===== src/rtl/uart_pkg.sv =====
`default_nettype none
// ============================================================================
// Module : uart_pkg
// Brief  : Shared types and constants for the UART transmit controller.
// Rev    : 1.0
// ============================================================================
package uart_pkg;

    typedef enum logic [2:0] {
        IDLE   = 3'd0,
        START  = 3'd1,
        DATA   = 3'd2,
        PARITY = 3'd3,
        STOP   = 3'd4
    } tx_state_t;

    localparam logic [1:0] ADDR_DATA   = 2'd0;
    localparam logic [1:0] ADDR_STATUS = 2'd1;
    localparam logic [1:0] ADDR_LEVEL  = 2'd2;

    localparam int STAT_FULL  = 0;
    localparam int STAT_EMPTY = 1;
    localparam int STAT_BUSY  = 2;
    localparam int STAT_OVF   = 3;

endpackage
`default_nettype wire


===== src/rtl/uart_tx_fifo.sv =====
`default_nettype none
// ============================================================================
// Module : uart_tx_fifo
// Brief  : Byte-wide synchronous FIFO; full/empty derive from the registered count.
// Rev    : 1.0
// ============================================================================
module uart_tx_fifo #(
    parameter int DEPTH = 8
) (
    input  logic                     clk,
    input  logic                     reset,
    input  logic                     push,
    input  logic                     pop,
    input  logic [7:0]               din,
    output logic [7:0]               dout,
    output logic                     full,
    output logic                     empty,
    output logic [$clog2(DEPTH):0]   count
);
    localparam int AW = $clog2(DEPTH);
    localparam logic [AW:0] c_depth = (AW+1)'(DEPTH);

    logic [7:0]    r_mem [DEPTH];
    logic [AW-1:0] r_wptr;
    logic [AW-1:0] r_rptr;
    logic [AW:0]   r_count;
    logic          w_push;
    logic          w_pop;

    // A push against a full FIFO is dropped even if a pop frees a slot this cycle.
    assign w_push = push && !full;
    assign w_pop  = pop && !empty;
    assign full   = (r_count == c_depth);
    assign empty  = (r_count == '0);
    assign count  = r_count;
    assign dout   = r_mem[r_rptr];

    always_ff @(posedge clk) begin
        if (w_push) r_mem[r_wptr] <= din;
    end

    always_ff @(posedge clk or posedge reset) begin
        if (reset) begin
            r_wptr  <= '0;
            r_rptr  <= '0;
            r_count <= '0;
        end else begin
            if (w_push) r_wptr <= r_wptr + 1'b1;
            if (w_pop)  r_rptr <= r_rptr + 1'b1;
            case ({w_push, w_pop})
                2'b10:   r_count <= r_count + 1'b1;
                2'b01:   r_count <= r_count - 1'b1;
                default: r_count <= r_count;
            endcase
        end
    end

endmodule
`default_nettype wire


===== src/rtl/uart_tx_controller.sv =====
`default_nettype none
// ============================================================================
// Module : uart_tx_controller
// Brief  : Memory-mapped 8N1 UART transmitter with TX FIFO and status regs.
//          Define UART_TX_PARITY_EN to add an even-parity bit before STOP.
// Rev    : 1.0
// ============================================================================
module uart_tx_controller
    import uart_pkg::*;
#(
    parameter int CLKS_PER_BIT = 234,
    parameter int FIFO_DEPTH   = 8
) (
    input  logic        clk,
    input  logic        reset,
    input  logic        wen,
    input  logic        ren,
    input  logic [1:0]  address,
    input  logic [31:0] data_in,
    output logic [31:0] data_out,
    output logic        uart_tx,
    output logic        tx_busy
);
    localparam int CW = $clog2(FIFO_DEPTH) + 1;
    localparam logic [15:0] c_baud_last = 16'(CLKS_PER_BIT - 1);

    tx_state_t   r_state, w_state_nx;
    logic [15:0] r_baud, w_baud_nx;
    logic [2:0]  r_bit_idx, w_bit_nx;
    logic [7:0]  r_shift, w_shift_nx;
    logic        r_tx, w_tx_nx;
    logic        r_ovf;
    logic [31:0] r_data_out;
    logic [31:0] w_status;
    logic        w_push, w_pop, w_full, w_empty, w_baud_last;
    logic [7:0]  w_dout;
    logic [CW-1:0] w_count;
    logic        w_unused;

    assign w_unused    = ^data_in[31:8];
    assign w_push      = wen && (address == ADDR_DATA);
    assign w_baud_last = (r_baud == c_baud_last);

    uart_tx_fifo #(.DEPTH(FIFO_DEPTH)) u_fifo (
        .clk   (clk),
        .reset (reset),
        .push  (w_push),
        .pop   (w_pop),
        .din   (data_in[7:0]),
        .dout  (w_dout),
        .full  (w_full),
        .empty (w_empty),
        .count (w_count)
    );

`ifdef UART_TX_PARITY_EN
    logic r_parity, w_parity_nx;
`endif

    always_comb begin
        w_state_nx = r_state;
        w_baud_nx  = r_baud + 16'd1;
        w_bit_nx   = r_bit_idx;
        w_shift_nx = r_shift;
        w_pop      = 1'b0;
        w_tx_nx    = 1'b1;
`ifdef UART_TX_PARITY_EN
        w_parity_nx = r_parity;
`endif
        case (r_state)
            IDLE: begin
                w_baud_nx = '0;
                if (!w_empty) begin
                    w_pop      = 1'b1;
                    w_shift_nx = w_dout;
`ifdef UART_TX_PARITY_EN
                    w_parity_nx = ^w_dout;
`endif
                    w_state_nx = START;
                end
            end
            START: begin
                w_tx_nx = 1'b0;
                if (w_baud_last) begin
                    w_baud_nx  = '0;
                    w_bit_nx   = 3'd0;
                    w_state_nx = DATA;
                end
            end
            DATA: begin
                w_tx_nx = r_shift[0];
                if (w_baud_last) begin
                    w_baud_nx  = '0;
                    w_shift_nx = {1'b0, r_shift[7:1]};
                    w_bit_nx   = r_bit_idx + 3'd1;
                    if (r_bit_idx == 3'd7) begin
`ifdef UART_TX_PARITY_EN
                        w_state_nx = PARITY;
`else
                        w_state_nx = STOP;
`endif
                    end
                end
            end
`ifdef UART_TX_PARITY_EN
            PARITY: begin
                w_tx_nx = r_parity;
                if (w_baud_last) begin
                    w_baud_nx  = '0;
                    w_state_nx = STOP;
                end
            end
`endif
            STOP: begin
                if (w_baud_last) begin
                    w_baud_nx = '0;
                    // Chain straight into the next frame when data is waiting.
                    if (!w_empty) begin
                        w_pop      = 1'b1;
                        w_shift_nx = w_dout;
`ifdef UART_TX_PARITY_EN
                        w_parity_nx = ^w_dout;
`endif
                        w_state_nx = START;
                    end else begin
                        w_state_nx = IDLE;
                    end
                end
            end
            default: w_state_nx = IDLE;
        endcase
    end

    // The line is registered, so it lags the state by one cycle.
    always_ff @(posedge clk or posedge reset) begin
        if (reset) begin
            r_state   <= IDLE;
            r_baud    <= '0;
            r_bit_idx <= '0;
            r_shift   <= '0;
            r_tx      <= 1'b1;
`ifdef UART_TX_PARITY_EN
            r_parity  <= 1'b0;
`endif
        end else begin
            r_state   <= w_state_nx;
            r_baud    <= w_baud_nx;
            r_bit_idx <= w_bit_nx;
            r_shift   <= w_shift_nx;
            r_tx      <= w_tx_nx;
`ifdef UART_TX_PARITY_EN
            r_parity  <= w_parity_nx;
`endif
        end
    end

    always_comb begin
        w_status            = '0;
        w_status[STAT_FULL]  = w_full;
        w_status[STAT_EMPTY] = w_empty;
        w_status[STAT_BUSY]  = tx_busy;
        w_status[STAT_OVF]   = r_ovf;
    end

    always_ff @(posedge clk or posedge reset) begin
        if (reset) begin
            r_data_out <= '0;
            r_ovf      <= 1'b0;
        end else begin
            if (w_push && w_full)
                r_ovf <= 1'b1;
            else if (ren && (address == ADDR_STATUS))
                r_ovf <= 1'b0;
            if (ren) begin
                case (address)
                    ADDR_STATUS: r_data_out <= w_status;
                    ADDR_LEVEL:  r_data_out <= 32'(w_count);
                    default:     r_data_out <= '0;
                endcase
            end
        end
    end

    assign data_out = r_data_out;
    assign uart_tx  = r_tx;
    assign tx_busy  = (w_count != '0) || (r_state != IDLE);

endmodule
`default_nettype wire


===== config.mk =====
export PLATFORM = sky130hd
export DESIGN_NAME = uart_tx_controller
export DESIGN_NICKNAME = d
export VERILOG_FILES = /design/src/rtl/uart_pkg.sv /design/src/rtl/uart_tx_fifo.sv /design/src/rtl/uart_tx_controller.sv
export SDC_FILE = /design/constraint.sdc
export NUM_CORES = 1
export LEC_CHECK = 0
export CORE_UTILIZATION = 28
export CTS_BUF_LIST = sky130_fd_sc_hd__clkbuf_2
export DETAILED_ROUTE_END_ITERATION = 16
export PLACE_DENSITY = 0.51
export RECOVER_POWER = 100
export SYNTH_ARGS = -nofsm -noshare
export SYNTH_HDL_FRONTEND = slang
export SYNTH_SLANG_ARGS = --single-unit

===== constraint.sdc =====
create_clock -name clk -period 6.1 [get_ports clk]
set_input_delay 0.915 -clock clk [delete_from_list [all_inputs] [get_ports clk]]
set_output_delay 0.915 -clock clk [all_outputs]
set_load 0.02 [all_outputs]

==> results.toml, run 1 <==
[power_and_ir_drop]
vdd_drop_max_mv = 0.146
p_per_area_mw_per_mm2 = 365
leakagePower_uw = 0.00217

[floorplan]
rows = 49
fp.dieH_um = 138
die_area_mm2 = 0.0190
core_mm2 = 0.0180
initial_core_util_pct = 28.6
die_x_um = 138
pin_count = 72

[sta]
setup_viol = 0
slew_headroom_pct = -23.4
drv_slew = 72
timing.setup.tns_ps = 0
period_share_pct = 63.6
setup_slack_ps = 2220
fmax_ghz = 0.258
holdWs_ps = 526
hold_viol = 0
fin_crit_ps = 3880
skew_ps = 34.0
rsz0062_at_grt = "no"
worstMarginPinSlew_ps = 1850

[critical_path]
crit_chain = "or4_1 -> or4_4 -> dlygate4sd3_1"
reg2reg_slack_ps = 2950
startpoint = "u_fifo.count[0]"
cp_num_buf_inv = 1
cpPeakStageDelay_ps = 670
crit_fanout = 6
crit_cells = 3
cp_top_family = "simple AND/OR/NAND/NOR gates"
endpoint = "tx_busy"
cp-end-kind = "primary output"
worstSetupPathType = "reg -> out"
setup.worst_path.start_class = "register"
critPathRequiredTime_ps = 5180
rr_endpoint = "u_fifo.count[3]"
reg2regPathDepth = 11
worstPathArrival_ps = 2960
critPathSlowestCell = "dlygate4sd3_1"
rr_startpoint = "r_baud[1]"

[synth]
synth_common_cells = "edfxtp_1, dfrtp_1, mux2i_1"
avgSynthCellArea_um2 = 13.0
ys.flop_type = "edfxtp_1"
yosysWarnings = 0
syn-cell-area_mm2 = 0.00516
synth_cell_type_count = 55
synth_top_area_share_pct = 37.2
ys_ff_latch = 110
synth-edff-count = 64
synth_top_cell_by_area = "edfxtp_1"
synth_most_common_cell = "edfxtp_1"
synthArstFlopShare_pct = 41.8
netlist_instances = 397
yosysSeqAreaShare_pct = 59.6
ys_top_cells_by_area = "edfxtp_1, dfrtp_1, mux2i_1"

[detailed_routing]
wl_met3_um = 411
top_layer = "met4"
drt-pass1-iter-count = 4
vias = 2991
wl_met2_mm = 4.84
viasPerCell = 4.61
detail_route.wl_per_cell_um = 14.8
drc = 0
ant_nets = 0
drt_wl_total_mm = 9.58
drt_iter0_drc = 169
wl_met1_mm = 4.16

[clock_network]
clockBufferDepth = 2
clock_latency_ps = 650
cts-root-buf = "clkbuf_2"
hold_buffers = 0
cts_buffers = 9
cts_tree = "built"
h-tree-depth = 3
cts_num_sinks = 110
cts_setup_buffers = 0
cts_resized = 0
path_clk_slew_ps = 320

[grt]
antenna_found_initial = 1
overflow = 0
grt_use_total_pct = 11.1
grt_max_degree = 47
grt_pass1_vias = 2901
grt_pass1_wl_mm = 15.3

[place]
routabilityCongestion = 0.707
dpl.hpwl_mm = 6.20
place_ws_ps = 2770
io_buffers = 19
placed_area_mm2 = 0.00548

[flow_run]
cap_violations = 3

[min_path]
hold_class = "reg -> reg"
whs_path_depth = 1

[cells_and_area]
nets = 465
drive_gt1_share_pct = 9.07
fin_util_pct = 31.0
area_growth_pct = 8.24
fin_area_mm2 = 0.00559

[run_status]
status = "finished, violations left"
violations = "max-capacitance violations, max-slew violations"
==> through the flow <==
| stage | instances | power (uW) |
|---|---|---|
| after floorplan | 424 | 1560 |
| after global placement | 632 | 1700 |
| after detailed placement | 632 | 1720 |
| after CTS | 648 | 2080 |
| after global routing | 649 | 2170 |
| final | 649 | 2040 |
==> flip-flops by register name, indices dropped and copies added, names as in the netlist <==
register,count
u_fifo.r_rptr,3
data_out,4
u_fifo.r_wptr,3
u_fifo.count,4
uart_tx,1
r_bit_idx,3
r_state,3
r_baud,16
r_ovf,1
u_fifo.r_mem,64
r_shift,8
==> per-layer routing <==
layer / GRT usage (%) / up-vias
met5: 0 / -
met4: 4.89 / 0
met1: 13.2 / 1475
li1: - / 1427
met2: 19.1 / 77
met3: 2.35 / 12
==> power breakdown <==
group | internal (uW) | leakage (uW) | switching [uW]
logic | 326 | 0.000924 | 372
registers | 893 | 0.00117 | 88.2
clock network | 74.6 | 0.0000748 | 283
total | 1290 | 0.00217 | 743
==> cell usage in the layout, fill, tap and decap left out, types with 7 or more instances in the layout <==
| master | Yosys | final |
|---|---|---|
| o31ai_1 | 7 | 7 |
| dlygate4sd3_1 | 0 | 16 |
| nand3_1 | 8 | 8 |
| ha_1 | 12 | 12 |
| nand2_1 | 22 | 22 |
| a21oi_1 | 8 | 10 |
| inv_1 | 14 | 14 |
| xor2_1 | 14 | 14 |
| conb_1 | 1 | 28 |
| clkbuf_2 | 0 | 9 |
| nor2_1 | 28 | 28 |
| edfxtp_1 | 64 | 64 |
| mux2i_1 | 34 | 34 |
| dfrtp_1 | 45 | 45 |
| mux2_2 | 10 | 10 |
| a22o_1 | 16 | 16 |
==> how the worst min path moves through the flow <==
stage | from | endpoint | slack, ps
finish | r_baud[0] | r_baud[0] | 530
global route | r_baud[0] | r_baud[0] | 550
CTS | r_baud[0] | r_baud[0] | 530
detailed placement | r_ovf | r_ovf | 490
global placement | r_ovf | r_ovf | 480
floorplan | r_ovf | r_ovf | 470
==> layout make-up <==
cell class,count,area [um2]
clock buffer,9,45.0
tap,229,287
fill,1800,12400
clock inverter,7,87.6
multi-input combinational,258,1840
timing repair buffer,21,201
inverter,14,52.6
antenna,1,2.50
sequential,110,3070
==> cells by family (layout without fill, tap and decap cells) <==
kind of cell / count (synthesis) / count (layout) / synth area share, %
xor+xnor: 19 / 19 / 3.23
other cells: 1 / 29 / 0.0727
mux: 44 / 44 / 8.78
simple gates: 96 / 96 / 9.92
fa+ha+maj: 13 / 13 / 3.30
compound gates: 58 / 58 / 8.66
flops: 110 / 110 / 59.6
buf+inv: 56 / 51 / 6.47
Power figures use the tool's default switching activity.
==> run 2: changes to the inputs <==
Clock period 6.1 ns to 3.85 ns, I/O delays scaled along.
==> run 2 against run 1 <==
Compared with the run above: the run still ends with max-capacitance violations, max-slew violations left; global-route usage is 0.15 points higher; die area did not move; non-clock buffer count up 10; flip-flop and latch count did not move; core utilization is 0.13 points higher; critical path depth is the same; worst setup slack got worse by 1800 ps; count of clock-buffer cells in the layout unchanged; final cell count up 1.5%; via count is 0.37% higher; largest power group unchanged.
==> results.toml, run 2 (synthesis gave the netlist of run 1 again) <==
[run_status]
status = "finished, violations left"
violations = "max-capacitance violations, max-slew violations"

[cells_and_area]
most-common-layout-cells = "edfxtp_1, dfrtp_1, mux2i_1, nor2_1, conb_1"
fillCellCount = 1798
mostFrequentLayoutCell = "edfxtp_1"
final-seq-area_mm2 = 0.00307
largest_register_ffs = 64
drive_gt1_share_pct = 8.62
largestRegisters = "u_fifo.r_mem: 64 flops, r_baud: 16 flops, r_shift: 8 flops"
nets = 475
regMostFlops = "u_fifo.r_mem"
area_growth_pct = 8.71
multi_input_comb_area_mm2 = 0.00183

[sta]
setup_slack_ps = 376
setup_viol = 0
hold_viol = 0
worstMarginPinSlew_ps = 1820
drv_slew = 63
fmax_ghz = 0.288
slew_headroom_pct = -21.7
rsz0062_at_grt = "no"
fin_crit_ps = 3470
timing.setup.tns_ps = 0
period_share_pct = 90.2
skew_ps = 49.6

[clock_network]
path_clk_slew_ps = 310
h-tree-depth = 3
clockBufferDepth = 2
hold_buffers = 0
cts_num_sinks = 110
cts_setup_buffers = 0
cts_resized = 0
clock_latency_ps = 630
cts-root-buf = "clkbuf_2"
cts_buffers = 9
cts_tree = "built"

[floorplan]
die_x_um = 138
die_area_mm2 = 0.0190
fp.dieH_um = 138
core_mm2 = 0.0180
rows = 49
pin_count = 72
initial_core_util_pct = 28.6

[critical_path]
critPathRequiredTime_ps = 3270
setup.worst_path.start_class = "register"
crit_fanout = 6
rr_endpoint = "u_fifo.count[3]"
reg2regPathDepth = 12
reg2reg_slack_ps = 790
worstSetupPathType = "reg -> out"
rr_startpoint = "r_baud[1]"
cp-end-kind = "primary output"
worstPathArrival_ps = 2900

[detailed_routing]
drc = 0
drt_iter0_drc = 160
drt-pass1-iter-count = 4
vias = 3002
viasPerCell = 4.56
detail_route.wl_per_cell_um = 14.6
ant_nets = 0
drt_wl_total_mm = 9.60

[place]
dpl.hpwl_mm = 6.25
io_buffers = 19
routabilityCongestion = 0.715
place_ws_ps = 893

[min_path]
hold_path_startpoint = "r_ovf"
hold_class = "reg -> reg"
whs_path_depth = 1
hold-path-endpoint = "r_ovf"

[grt]
antenna_found_initial = 1
grt_use_total_pct = 11.2
grt_pass1_vias = 2886
grt_max_degree = 47
overflow = 0
grt_pass1_wl_mm = 15.7

[flow_run]
cap_violations = 2

[power_and_ir_drop]
vdd_drop_max_mv = 0.231
p_per_area_mw_per_mm2 = 572
leakagePower_uw = 0.00218
-- run 2: cell types whose count changed in the layout (fill, tap and decap cells not counted), sizes merged --
cell	change
clkbuf	+10
clkinvlp	-1
clkinv	+2
inv	-1
dlygate4sd3	-1
clkdlybuf4s50	+1
-- run 2: power breakdown --
group	leakage, uW	switching [uW]	total (uW)	internal [uW]
Sequential	0.00117	170	1580	1410
Clock	0.0000754	422	531	109
Combinational	0.000936	565	1090	527
-- run 2: stage by stage --
step / power [uW] / cell area (um2) / cells / hold WS [ps] / util, %
6_report: 3210 / 5610 / 659 / 533 / 31.1
3_3_place_gp: 2720 / 5550 / 642 / 482 / 30.8
5_1_grt: 3450 / 5610 / 659 / 560 / 31.1
3_5_place_dp: 2750 / 5550 / 642 / 488 / 30.8
4_1_cts: 3290 / 5670 / 658 / 425 / 31.5
2_1_floorplan: 2470 / 5260 / 424 / 466 / -
-- run 2: cell type report --
cell class | instances | share of cell area (%)
flip-flops and latches | 110 | 54.8
multi-input cells | 258 | 32.7
well taps | 229 | 5.11
repair buffers | 31 | 4.26
clock inverters | 7 | 1.38
inverters | 14 | 0.937
clock buffers | 9 | 0.803
diodes | 1 | 0.0446
-- run 2: how the worst max path moves through the flow --
| stage | start | endpoint | slack [ps] | cells after the start |
|---|---|---|---|---|
| after floorplan | r_baud[1] | u_fifo.count[3] | 1220 | 11 |
| after global placement | address[0] | u_fifo.count[3] | 890 | 12 |
| after detailed placement | address[1] | u_fifo.count[3] | 890 | 12 |
| after CTS | u_fifo.count[0] | tx_busy | 400 | 3 |
| after global routing | u_fifo.count[0] | tx_busy | 240 | 3 |
| final | u_fifo.count[0] | tx_busy | 380 | 3 |
-- run 2: layer usage --
| layer | global-route usage, % | part of all wire, % | up-vias |
|---|---|---|---|
| li1 | - | - | 1451 |
| met4 | 4.71 | 1.7 | 0 |
| met1 | 14.5 | 47 | 1489 |
| met3 | 2.13 | 2.6 | 12 |
| met2 | 18.3 | 49 | 50 |
| met5 | 0 | 0 | - |
-- run 2: worst max-delay path, stage by stage (launching register included) --
cell and delay [ps]:
dfrtp_1 520, or4_1 650, or4_1 530, clkdlybuf4s50_1 580
==> run 3: changes to the inputs <==
Settings changed: MAX_ROUTING_LAYER set to met4.
==> run 3 against run 2 <==
Compared with the run above: the flow still finishes with violations (max-capacitance violations, max-slew violations); clock power about the same; count of clock-buffer cells in the layout unchanged; maximum frequency is 0.22% higher; combinational power is essentially flat; flip-flop and latch count unchanged; worst hold slack about the same; via count grew 0.20%; core utilization stayed put; critical endpoint unchanged; largest power group unchanged.
==> results.toml, run 3 (synthesis gave the netlist of run 1 again) <==
[run_status]
violations = "max-capacitance violations, max-slew violations"
status = "finished, violations left"

[cells_and_area]
most-common-layout-cells = "edfxtp_1, dfrtp_1, mux2i_1, nor2_1, conb_1"
nets = 475
mostFrequentLayoutCell = "edfxtp_1"
fillCellCount = 1798
drive_gt1_share_pct = 8.62
area_growth_pct = 8.71
layout.cells.non_filler = 659
regMostFlops = "u_fifo.r_mem"
largest_register_ffs = 64
largestRegisters = "u_fifo.r_mem: 64 flops, r_baud: 16 flops, r_shift: 8 flops"

[flow_run]
cap_violations = 2

[critical_path]
cp_top_family = "simple AND/OR/NAND/NOR gates"
cp_num_buf_inv = 1
crit_fanout = 6
cp_common_cell = "or4_1"
critPathRequiredTime_ps = 3270
cp-end-kind = "primary output"
critPathSlowestCell = "or4_1"
worstSetupPathType = "reg -> out"
worstPathArrival_ps = 2890
crit_chain = "or4_1 -> or4_1 -> clkdlybuf4s50_1"
cpPeakStageDelay_ps = 650
setup.worst_path.start_class = "register"

[sta]
hold_viol = 0
setup_viol = 0
skew_ps = 56.6
worstMarginPinSlew_ps = 1820
slew_headroom_pct = -21.5
rsz0062_at_grt = "no"
timing.setup.tns_ps = 0
fmax_ghz = 0.288
fin_crit_ps = 3470
drv_slew = 63
period_share_pct = 90.0

[power_and_ir_drop]
p_comb_share_pct = 34.0
p_sw_share_pct = 36.1
p_per_area_mw_per_mm2 = 572
leakagePower_uw = 0.00218
switchingPower_uw = 1160
clock_power_share_pct = 16.6
power.internal_uw = 2050
vdd_drop_max_mv = 0.235
power_uw = 3210
seqPwrFrac_pct = 49.4

[detailed_routing]
drc = 0
viasPerCell = 4.56
vias = 3008
detail_route.wl_per_cell_um = 14.5
drt_iter0_drc = 152
drt-pass1-iter-count = 4
ant_nets = 0
drt_wl_total_mm = 9.57

[clock_network]
cts_buffers = 9
clock_latency_ps = 630
cts_tree = "built"
cts_num_sinks = 110
cts_setup_buffers = 0
clockBufferDepth = 2
cts-root-buf = "clkbuf_2"
hold_buffers = 0
path_clk_slew_ps = 320
cts_resized = 0
h-tree-depth = 3

[grt]
grt_pass1_wl_mm = 15.7
overflow = 0
grt_use_total_pct = 11.5
grt_pass1_vias = 2886
antenna_found_initial = 1
grt_max_degree = 47

[place]
dp_cells = 642
dpl.hpwl_mm = 6.25
io_buffers = 19
routabilityCongestion = 0.723

[floorplan]
die_area_mm2 = 0.0190
initial_core_util_pct = 28.6
pin_count = 72
die_x_um = 138
core_mm2 = 0.0180
rows = 49
fp.dieH_um = 138

[min_path]
hold_class = "reg -> reg"
-- run 3: final timing paths --
check / end / startpoint / slack, ps / cells after the start
worst min-delay path: r_ovf / r_ovf / 530 / 1
min in group asynchronous: r_shift[6] / reset / 900 / 2
worst min register to register: r_ovf / r_ovf / 530 / 1
max in group asynchronous: data_out[2] / reset / 1860 / 2
worst max-delay path: tx_busy / u_fifo.count[0] / 380 / 3
worst max register to register: u_fifo.count[3] / r_baud[1] / 790 / 12
-- run 3: per-layer routing --
layer,global-route usage (%),part of all wire (%),up-vias
met3,2.13,2.7,11
li1,-,-,1452
met4,4.71,1.7,0
met2,18.4,49,54
met5,-,0,-
met1,14.4,47,1491
-- run 3: power groups by stage --
| stage | Sequential [uW] | Clock (uW) | Combinational [uW] |
|---|---|---|---|
| floorplan | 1550 | 0 | 924 |
| global placement | 1610 | 0 | 1110 |
| detailed placement | 1610 | 0 | 1130 |
| CTS | 1590 | 563 | 1130 |
| global route | 1620 | 600 | 1230 |
| finish | 1580 | 532 | 1090 |
-- run 3: per-stage QoR --
stage                     setup slack [ps]  instance area (um2)  util (%)  hold slack (ps)
after floorplan                       1220                 5260         -              466
after detailed placement               893                 5550      30.8              488
after CTS                              400                 5670      31.5              425
after global routing                   236                 5610      31.1              560
final                                  383                 5610      31.1              533
after global placement                 888                 5550      30.8              482
-- run 3: area by class of cell --
class | instances | area, um2 | share of cell area, %
multi-input combinational | 258 | 1830 | 32.7
inverter | 14 | 52.6 | 0.937
timing repair buffer | 31 | 239 | 4.26
clock inverter | 7 | 77.6 | 1.38
antenna | 1 | 2.50 | 0.0446
sequential | 110 | 3070 | 54.8
tap | 229 | 287 | 5.11
clock buffer | 9 | 45.0 | 0.803
